File: config.mk
export PLATFORM = sky130hd
export DESIGN_NAME = uart_reg_reporter
export DESIGN_NICKNAME = d
export VERILOG_FILES = /design/src/rtl/uart_reg_reporter.sv
export SDC_FILE = /design/constraint.sdc
export NUM_CORES = 1
export LEC_CHECK = 0
export CAP_MARGIN = 20
export CORE_UTILIZATION = 45
export CTS_CLUSTER_SIZE = 12
export DETAILED_ROUTE_END_ITERATION = 7
export HOLD_SLACK_MARGIN = 0.12
export PLACE_DENSITY_LB_ADDON = 0.15
export SYNTH_ARGS = -nofsm -noshare
export SYNTH_HDL_FRONTEND = slang
export SYNTH_SLANG_ARGS = --single-unit
File: constraint.sdc
create_clock -name clk_50M -period 7.7 [get_ports clk_50M]
set_input_delay 2.31 -clock clk_50M [delete_from_list [all_inputs] [get_ports clk_50M]]
set_output_delay 2.31 -clock clk_50M [all_outputs]
set_load 0.01 [all_outputs]
File: src/rtl/uart_reg_reporter.sv
// Register readback framer: snapshots one channel's config/status on a query and
// streams a 14-byte response frame (55 AA header, payload, checksum) over valid/ready.
module uart_reg_reporter #(
    parameter int _NUM_CHANNELS = 3
) (
    input  logic                            clk_50M,
    input  logic                            rst_n,
    input  logic                            req_valid,
    output logic                            req_ready,
    input  logic [7:0]                      req_func,
    input  logic [7:0]                      req_ch,
    input  logic [8*_NUM_CHANNELS-1:0]      duty_num_bus,
    input  logic [16*_NUM_CHANNELS-1:0]     pulse_dessert_bus,
    input  logic [8*_NUM_CHANNELS-1:0]      pulse_num_bus,
    input  logic [32*_NUM_CHANNELS-1:0]     pat_bus,
    input  logic [8*(_NUM_CHANNELS+1)-1:0]  ctrl_sta_bus,
    input  logic [_NUM_CHANNELS-1:0]        pwm_busy,
    input  logic [_NUM_CHANNELS-1:0]        pwm_valid,
    output logic [7:0]                      tx_data,
    output logic                            tx_valid,
    input  logic                            tx_ready,
    output logic                            frame_done
);

    localparam logic [0:0] ST_IDLE  = 1'b0;
    localparam logic [0:0] ST_SEND  = 1'b1;
    localparam logic [3:0] LAST_IDX = 4'd13;

    logic [0:0]  state_q, state_d;
    logic [3:0]  idx_q, idx_d;
    logic [7:0]  func_q, func_d;
    logic [7:0]  ch_q, ch_d;
    logic [7:0]  status_q, status_d;
    logic [7:0]  duty_q, duty_d;
    logic [15:0] pd_q, pd_d;
    logic [7:0]  pnum_q, pnum_d;
    logic [31:0] pat_q, pat_d;
    logic        done_q, done_d;

    logic [7:0]  cap_status;
    logic [7:0]  cap_duty;
    logic [15:0] cap_pd;
    logic [7:0]  cap_pnum;
    logic [31:0] cap_pat;
    logic        accept;
    logic        fire;
    logic [7:0]  csum;
    logic [7:0]  frame_byte;

    // Out-of-range channels default to the error status with zeroed data.
    always_comb begin
        cap_status = 8'h80;
        cap_duty   = 8'h00;
        cap_pd     = 16'h0000;
        cap_pnum   = 8'h00;
        cap_pat    = 32'h0000_0000;
        if (req_ch == 8'(_NUM_CHANNELS)) begin
            cap_status = {7'b0, ctrl_sta_bus[8*_NUM_CHANNELS]};
        end
        for (int i = 0; i < _NUM_CHANNELS; i++) begin
            if (req_ch == 8'(i)) begin
                cap_status = {5'b0, pwm_valid[i], pwm_busy[i], ctrl_sta_bus[8*i]};
                cap_duty   = duty_num_bus[8*i +: 8];
                cap_pd     = pulse_dessert_bus[16*i +: 16];
                cap_pnum   = pulse_num_bus[8*i +: 8];
                cap_pat    = pat_bus[32*i +: 32];
            end
        end
    end

    assign accept = (state_q == ST_IDLE) && req_valid;
    assign fire   = (state_q == ST_SEND) && tx_ready;

    always_comb begin
        state_d  = state_q;
        idx_d    = idx_q;
        func_d   = func_q;
        ch_d     = ch_q;
        status_d = status_q;
        duty_d   = duty_q;
        pd_d     = pd_q;
        pnum_d   = pnum_q;
        pat_d    = pat_q;
        done_d   = fire && (idx_q == LAST_IDX);
        if (accept) begin
            state_d  = ST_SEND;
            idx_d    = 4'd0;
            func_d   = req_func;
            ch_d     = req_ch;
            status_d = cap_status;
            duty_d   = cap_duty;
            pd_d     = cap_pd;
            pnum_d   = cap_pnum;
            pat_d    = cap_pat;
        end else if (fire) begin
            if (idx_q == LAST_IDX) begin
                state_d = ST_IDLE;
                idx_d   = 4'd0;
            end else begin
                idx_d = idx_q + 4'd1;
            end
        end
    end

    always_ff @(posedge clk_50M or negedge rst_n) begin
        if (!rst_n) begin
            state_q  <= ST_IDLE;
            idx_q    <= 4'd0;
            func_q   <= 8'h00;
            ch_q     <= 8'h00;
            status_q <= 8'h00;
            duty_q   <= 8'h00;
            pd_q     <= 16'h0000;
            pnum_q   <= 8'h00;
            pat_q    <= 32'h0000_0000;
            done_q   <= 1'b0;
        end else begin
            state_q  <= state_d;
            idx_q    <= idx_d;
            func_q   <= func_d;
            ch_q     <= ch_d;
            status_q <= status_d;
            duty_q   <= duty_d;
            pd_q     <= pd_d;
            pnum_q   <= pnum_d;
            pat_q    <= pat_d;
            done_q   <= done_d;
        end
    end

    // Checksum covers func through PAT[7:0]; the two header bytes are excluded.
    assign csum = func_q + ch_q + status_q + duty_q + pd_q[15:8] + pd_q[7:0] + pnum_q
                + pat_q[31:24] + pat_q[23:16] + pat_q[15:8] + pat_q[7:0];

    always_comb begin
        case (idx_q)
            4'd0:    frame_byte = 8'h55;
            4'd1:    frame_byte = 8'hAA;
            4'd2:    frame_byte = func_q;
            4'd3:    frame_byte = ch_q;
            4'd4:    frame_byte = status_q;
            4'd5:    frame_byte = duty_q;
            4'd6:    frame_byte = pd_q[15:8];
            4'd7:    frame_byte = pd_q[7:0];
            4'd8:    frame_byte = pnum_q;
            4'd9:    frame_byte = pat_q[31:24];
            4'd10:   frame_byte = pat_q[23:16];
            4'd11:   frame_byte = pat_q[15:8];
            4'd12:   frame_byte = pat_q[7:0];
            default: frame_byte = csum;
        endcase
    end

    assign tx_valid   = (state_q == ST_SEND);
    assign tx_data    = (state_q == ST_SEND) ? frame_byte : 8'h00;
    assign req_ready  = (state_q == ST_IDLE);
    assign frame_done = done_q;

endmodule

# Word level (Yosys, flattened, before mapping)
# Index checks and enable logic that the tools add are counted.
[word_totals] regBits=94 latchBits=0 ram_bits=0 mem_bits_ro=0 input_bits=250 memories=0
[op_classes] n_addsub=11 multipliers=0 div=0 magnitude_cmp=0 eq_ne=16 shifts=0 muxes=24 bitwise=1 n_reduce_logical=8
[ops] operator="8-bit case mux with 13 select lines" n=1
[ops] operator="32-bit two-way mux" n=3
[ops] operator="8-bit two-way mux" n=11
[ops] operator="8-bit adder" n=10
[ops] operator="16-bit two-way mux" n=3
[ops] operator="4-bit == test, second input constant" n=6
[ops] operator="4-bit by 3-bit == test with 1-bit output, second input constant" n=4
[ops] operator="8-bit by 2-bit == test with 1-bit output, second input constant" n=2
[ops] operator="4-bit two-way mux" n=3
[ops] operator="4-bit by 2-bit == test with 1-bit output, second input constant" n=2
[ops] operator="8-bit by 1-bit == test with 1-bit output, second input constant" n=1
[ops] operator="8-bit zero test" n=1
[ops] operator="4-bit by 1-bit adder with 4-bit output, second input constant" n=1
[ops] operator="4-bit by 1-bit == test with 1-bit output, second input constant" n=1
[ops] operator="4-bit zero test" n=1
[ops] operator="2-bit nonzero test" n=2
[ops] operator="1-bit logical AND" n=3
[ops] operator="1-bit two-way mux" n=3
[ops] operator="2-bit AND reduction" n=1
[ops] operator="1-bit inverter" n=1

# Longest topological paths before layout
[logic_depth] ltp_word=12 depth_mapped=17 ltp_nobuf=17

# Worst setup path after synthesis
# Ideal clock, no wire load.
[synth_timing] path_type="register to output" start="register duty_q[2]" end="output port tx_data[6]" arrival_time_ps=4425 slack_ps=965 stages_incl_launch_ff=16 n_path_buf=0 path_cell_list="dfrtp_1 > inv_1 > fa_1 > inv_1 > fa_1 > fa_1 > fa_1 > inv_1 > fa_1 > inv_1 > ha_1 > fa_1 > a21o_1 > a21oi_1 > xor2_1 > a221oi_1"
[synth_via] elab_chain_len=10
[synth_lines] element="start, declared" line="34" source="logic [7:0] duty_q, duty_d;"
[synth_lines] element="start signal, assigned" line="123" source="duty_q <= duty_d;"
[synth_lines] element="8-bit adder (4 in series)" line="132" source="assign csum = func_q + ch_q + status_q + duty_q + pd_q[15:8] + pd_q[7:0] + pnum_q"
[synth_lines] element="8-bit adder (4 in series)" line="133" source="+ pat_q[31:24] + pat_q[23:16] + pat_q[15:8] + pat_q[7:0];"
[synth_lines] element="8-bit case mux with 13 select lines" line="136" source="case (idx_q)"
[synth_lines] element="8-bit two-way mux" line="155" source="assign tx_data = (state_q == ST_SEND) ? frame_byte : 8'h00;"
[synth_lines] element="end, declared" line="19" source="output logic [7:0] tx_data,"
# No other way between the ends.

# Final worst setup path
[layout_timing] start="register duty_q[2]" end="output port tx_data[4]"
# The elaborated chain is that of the path after synthesis.

==> run summary <==
The area of the core region came out at 0.0159 mm^2. In the final layout, the multi-input gates occupy 0.00452 mm^2. The cell area after synthesis is 0.00733 mm^2. After detailed routing, the total wire length is between 20000 and 25000 um. The final cycle utilization of the critical path is 0.979. The worst-case setup slack after placement is around 0.18 ns.

The number of warning messages in the yosys log came out at 0. The number of enable-type register cells in the synthesized netlist is 0. The die covers 0.0168 mm^2. For this run, asynchronously set or reset flops after synthesis account for 1.00.

The startpoint class of the critical path is a flip-flop. Yosys instantiated no cell more often than sky130_fd_sc_hd__nand2_1. After technology mapping, the gate count stands at roughly 860. The first routing iteration left 499 violations. In the global route stage, overall resource usage came out at 0.279.

The total count of hold-check failures in the final report came out at 0. The run finished with clean final reports. The smallest clock period supported by the final layout is computed as 7.54 ns. The total count of max-transition violations in the final report came out at 0. The nature of the critical path endpoint is a primary output. The number of storage elements in the synthesis netlist is 90.

The initial core utilization is 0.461. Of the total power, the share spent switching nets is 0.444. The clock insertion delay at the later pin of the skew report is 0.36 ns. The worst-case clock skew is 0.00310 ns. The average instance area after synthesis is 8.55 um^2. The worst pin sits at a relative slew slack of 0.469.

In the synthesized netlist the dominant register cell turns out to be sky130_fd_sc_hd__dfrtp_1. The total power divided by cell area came out at 390 mW/mm^2. The global placer's final weighted congestion came out at 0.923. The number of optimization iterations in the first detailed-route pass came out at 5.

The sum of buffers and inverters on the critical path came out at 5. The share of final-layout standard cells stronger than drive strength 1 came out at 0.0506. The number of global-route vias before repair is 6705.

The final non-filler cell total came out at 1283. Max-cap violations in this run came to 0. The net switching power figure is 1780 uW. The global route total overflow came out at 0. The clock group share of total power came out at 0.142. The HPWL after detailed placement is 17400 um.

After floorplanning, the core was divided into 46 placement rows. The average via count per standard cell came out at 5.25. For this run, design rule violations remaining after detail routing come to 0. The slowest library cell on the worst path is sky130_fd_sc_hd__fa_1. The number of clock buffers inserted by TritonCTS is 9. For the pin with the worst max-slew slack, the measured transition is 0.797 ns. The area share of the largest cell type after synthesis is 0.307. The layout overhead on the synthesized area is 39.9%.

In this run the number of H-tree levels came out at 3. The number of buffer cells added on primary ports came out at between 200 and 250. The static leakage came out at between 0.004 and 0.005 uW.

In the synthesized netlist, the cells that appear most often are 99 x sky130_fd_sc_hd__nand2_1, 91 x sky130_fd_sc_hd__inv_1, 90 x sky130_fd_sc_hd__dfrtp_1. The global-route wire length before repair came out at 35100 um. 0 antenna diodes ended up in the layout. From left edge to right edge, the die measures 130 um. The portion of total power attributed to sequential cells is 0.165. After detailed placement, the design holds a cell count of 1267. The number of antenna violations at the first check in global routing is 0. Setup violations remaining at the end of the flow were counted as 0. The number of clock sinks is 90. The number of routed nets with antenna violations came out at 0. 261 I/O pins were placed. The register area share after synthesis came out at 0.307. Setup repair after global routing could not meet its margin everywhere.

Clock-pin slew was measured on the worst setup and hold paths at 0.06 ns. Dividing the detail-routed wire length by the instance count gives ~17 um. The worst-case setup margin in the final layout is around 0.16 ns. The filler cells instantiated in the layout total 1413. The worst setup path is of the reg -> out kind. The data arrival at the endpoint of the critical path came out at 5.23 ns. The buffer depth of the longest clock path is 2.

The internal power of the cells totals 2220 uW. Ranked by total cell area, the synthesized netlist is headed by sky130_fd_sc_hd__dfrtp_1 31%, sky130_fd_sc_hd__fa_1 14%, sky130_fd_sc_hd__mux2i_1 10%. TritonCTS built the clock tree. The cell family contributing the most delay on the critical path is adder cells.

The layout net count came out at 1379. The signal on the critical path passes through inv_1 -> fa_1 -> inv_1 -> fa_1 -> fa_1 -> fa_1 -> inv_1 -> fa_1 -> inv_1 -> ha_1 -> fa_1 -> xnor2_1 -> a211oi_2 -> clkdlybuf4s50_1. The die span in y is 130 um. In this design, the critical path's most frequently occurring cell is sky130_fd_sc_hd__fa_1. In this run the worst path has a maximum fanout of 3. The sequential standard cell area came out at 0.00225 mm^2.

The largest total area in the synthesized netlist belongs to sky130_fd_sc_hd__dfrtp_1. The share of total power in combinational logic came out at 0.692. The worst path required time is ~5.4 ns. The maximum ir drop on the vdd rail is ~440 uV. The distinct cell type count of the synthesized netlist came out at 56. For this block, the via count after detailed routing is 6739.

The root buffer cell chosen for the clock tree is sky130_fd_sc_hd__clkbuf_16. The largest single stage delay on the critical path is 0.58 ns. In this run the worst hold path is classified as reg -> reg. The maximum number of pins on one net before global-route repair came out at 70.

The maximum clock rate is 133 MHz. The net count of the mapped netlist is 1174.
[cells in the final DEF (no fill, tap or decap), types with 3 or more instances in the layout]
| cell type | n |
|---|---|
| sky130_fd_sc_hd__a21o_1 | 3 |
| sky130_fd_sc_hd__a21oi_1 | 83 |
| sky130_fd_sc_hd__a22o_1 | 4 |
| sky130_fd_sc_hd__a22oi_1 | 6 |
| sky130_fd_sc_hd__a31oi_1 | 3 |
| sky130_fd_sc_hd__a32oi_1 | 3 |
| sky130_fd_sc_hd__buf_4 | 24 |
| sky130_fd_sc_hd__bufinv_16 | 5 |
| sky130_fd_sc_hd__clkbuf_16 | 9 |
| sky130_fd_sc_hd__clkdlybuf4s50_1 | 227 |
| sky130_fd_sc_hd__dfrtp_1 | 90 |
| sky130_fd_sc_hd__fa_1 | 53 |
| sky130_fd_sc_hd__ha_1 | 14 |
| sky130_fd_sc_hd__inv_1 | 91 |
| sky130_fd_sc_hd__mux2i_1 | 74 |
| sky130_fd_sc_hd__nand2_1 | 99 |
| sky130_fd_sc_hd__nand3_1 | 9 |
| sky130_fd_sc_hd__nor2_1 | 84 |
| sky130_fd_sc_hd__nor2b_1 | 8 |
| sky130_fd_sc_hd__nor3_1 | 4 |
| sky130_fd_sc_hd__o21ai_0 | 54 |
| sky130_fd_sc_hd__o21ai_1 | 25 |
| sky130_fd_sc_hd__o22ai_1 | 24 |
| sky130_fd_sc_hd__xnor2_1 | 17 |
[power groups by stage]
stage	Clock [uW]	Combinational (uW)	Sequential [uW]
6_report	569	2770	661
5_1_grt	589	3090	674
4_1_cts	574	2680	658
3_5_place_dp	0	2650	664
3_3_place_gp	0	2590	663
2_1_floorplan	0	1950	613
[registers in the layout (all words and copies together), names as in the netlist]
name / count
ch_q: 8
duty_q: 8
frame_done: 1
func_q: 8
idx_q: 4
pat_q: 32
pd_q: 16
pnum_q: 8
status_q: 4
tx_valid: 1
[worst reg2reg max path, cell delays in order, from the launching register on]
cell and delay [ns]:
sky130_fd_sc_hd__dfrtp_1 0.57, sky130_fd_sc_hd__nor2b_4 0.17, sky130_fd_sc_hd__buf_4 0.44, sky130_fd_sc_hd__nand3_2 0.51, sky130_fd_sc_hd__buf_4 0.46, sky130_fd_sc_hd__o21ai_0 0.27
[metrics by stage]
step	hold WS, ns	power [uW]	instance area, um^2	setup TNS (ns)	utilization
6_report	0.539	3990	10200	0	0.645
4_1_cts	0.541	3920	10200	0	0.644
2_1_floorplan	0.475	2560	7330	0	-
5_1_grt	0.554	4350	10200	-0.0197	0.645
3_3_place_gp	0.514	3260	9850	0	0.620
3_5_place_dp	0.527	3320	9850	0	0.620
[cell type report]
cell class / instances / area share
Clock buffer: 11 / 0.0227
Clock inverter: 5 / 0.0147
Inverter: 93 / 0.0341
Multi-Input combinational cell: 614 / 0.441
Sequential cell: 90 / 0.220
Tap cell: 216 / 0.0264
Timing Repair Buffer: 254 / 0.241
[path summary, 6_finish.rpt]
| kind | from | endpoint | depth (start not counted) | slack (ns) |
|---|---|---|---|---|
| min in group asynchronous | rst_n | status_q[1]$_DFFE_PN0P_ | 1 | 1.93 |
| min reg2reg | pat_q[22]$_DFFE_PN0P_ | pat_q[22]$_DFFE_PN0P_ | 2 | 0.54 |
| max | duty_q[2]$_DFFE_PN0P_ | tx_data[4] | 14 | 0.16 |
| min | pat_q[22]$_DFFE_PN0P_ | pat_q[22]$_DFFE_PN0P_ | 2 | 0.54 |
| max in group asynchronous | rst_n | pd_q[7]$_DFFE_PN0P_ | 2 | 4.71 |
| max reg2reg | tx_valid$_DFFE_PN0P_ | pd_q[5]$_DFFE_PN0P_ | 5 | 5.19 |
[cells by family after synthesis]
group	synth area share
AND/OR/NAND/NOR	0.123
flip-flops	0.307
AO/OA/AOI/OAI	0.181
adder cells (fa/ha/maj)	0.169
multiplexers	0.110
buffers and inverters	0.0806
XOR/XNOR	0.0290
[routing by layer]
metal	routed length [um]	up-vias	GRT usage
met1	9950	3139	0.378
met4	640	0	0.109
met3	1660	39	0.0648
li1	-	3276	-
met5	0	-	0
met2	10100	285	0.434
[what timing repair did]
item / 4_1_cts / 5_1_grt
endpoints found under the setup margin: 2 / 3
hold buffers: 0 / 0
gates resized for setup: 2 / 6
buffers inserted: 0 / 0
endpoints found under the hold margin: 0 / 0
No activity file was read; power rests on OpenSTA's default activity.
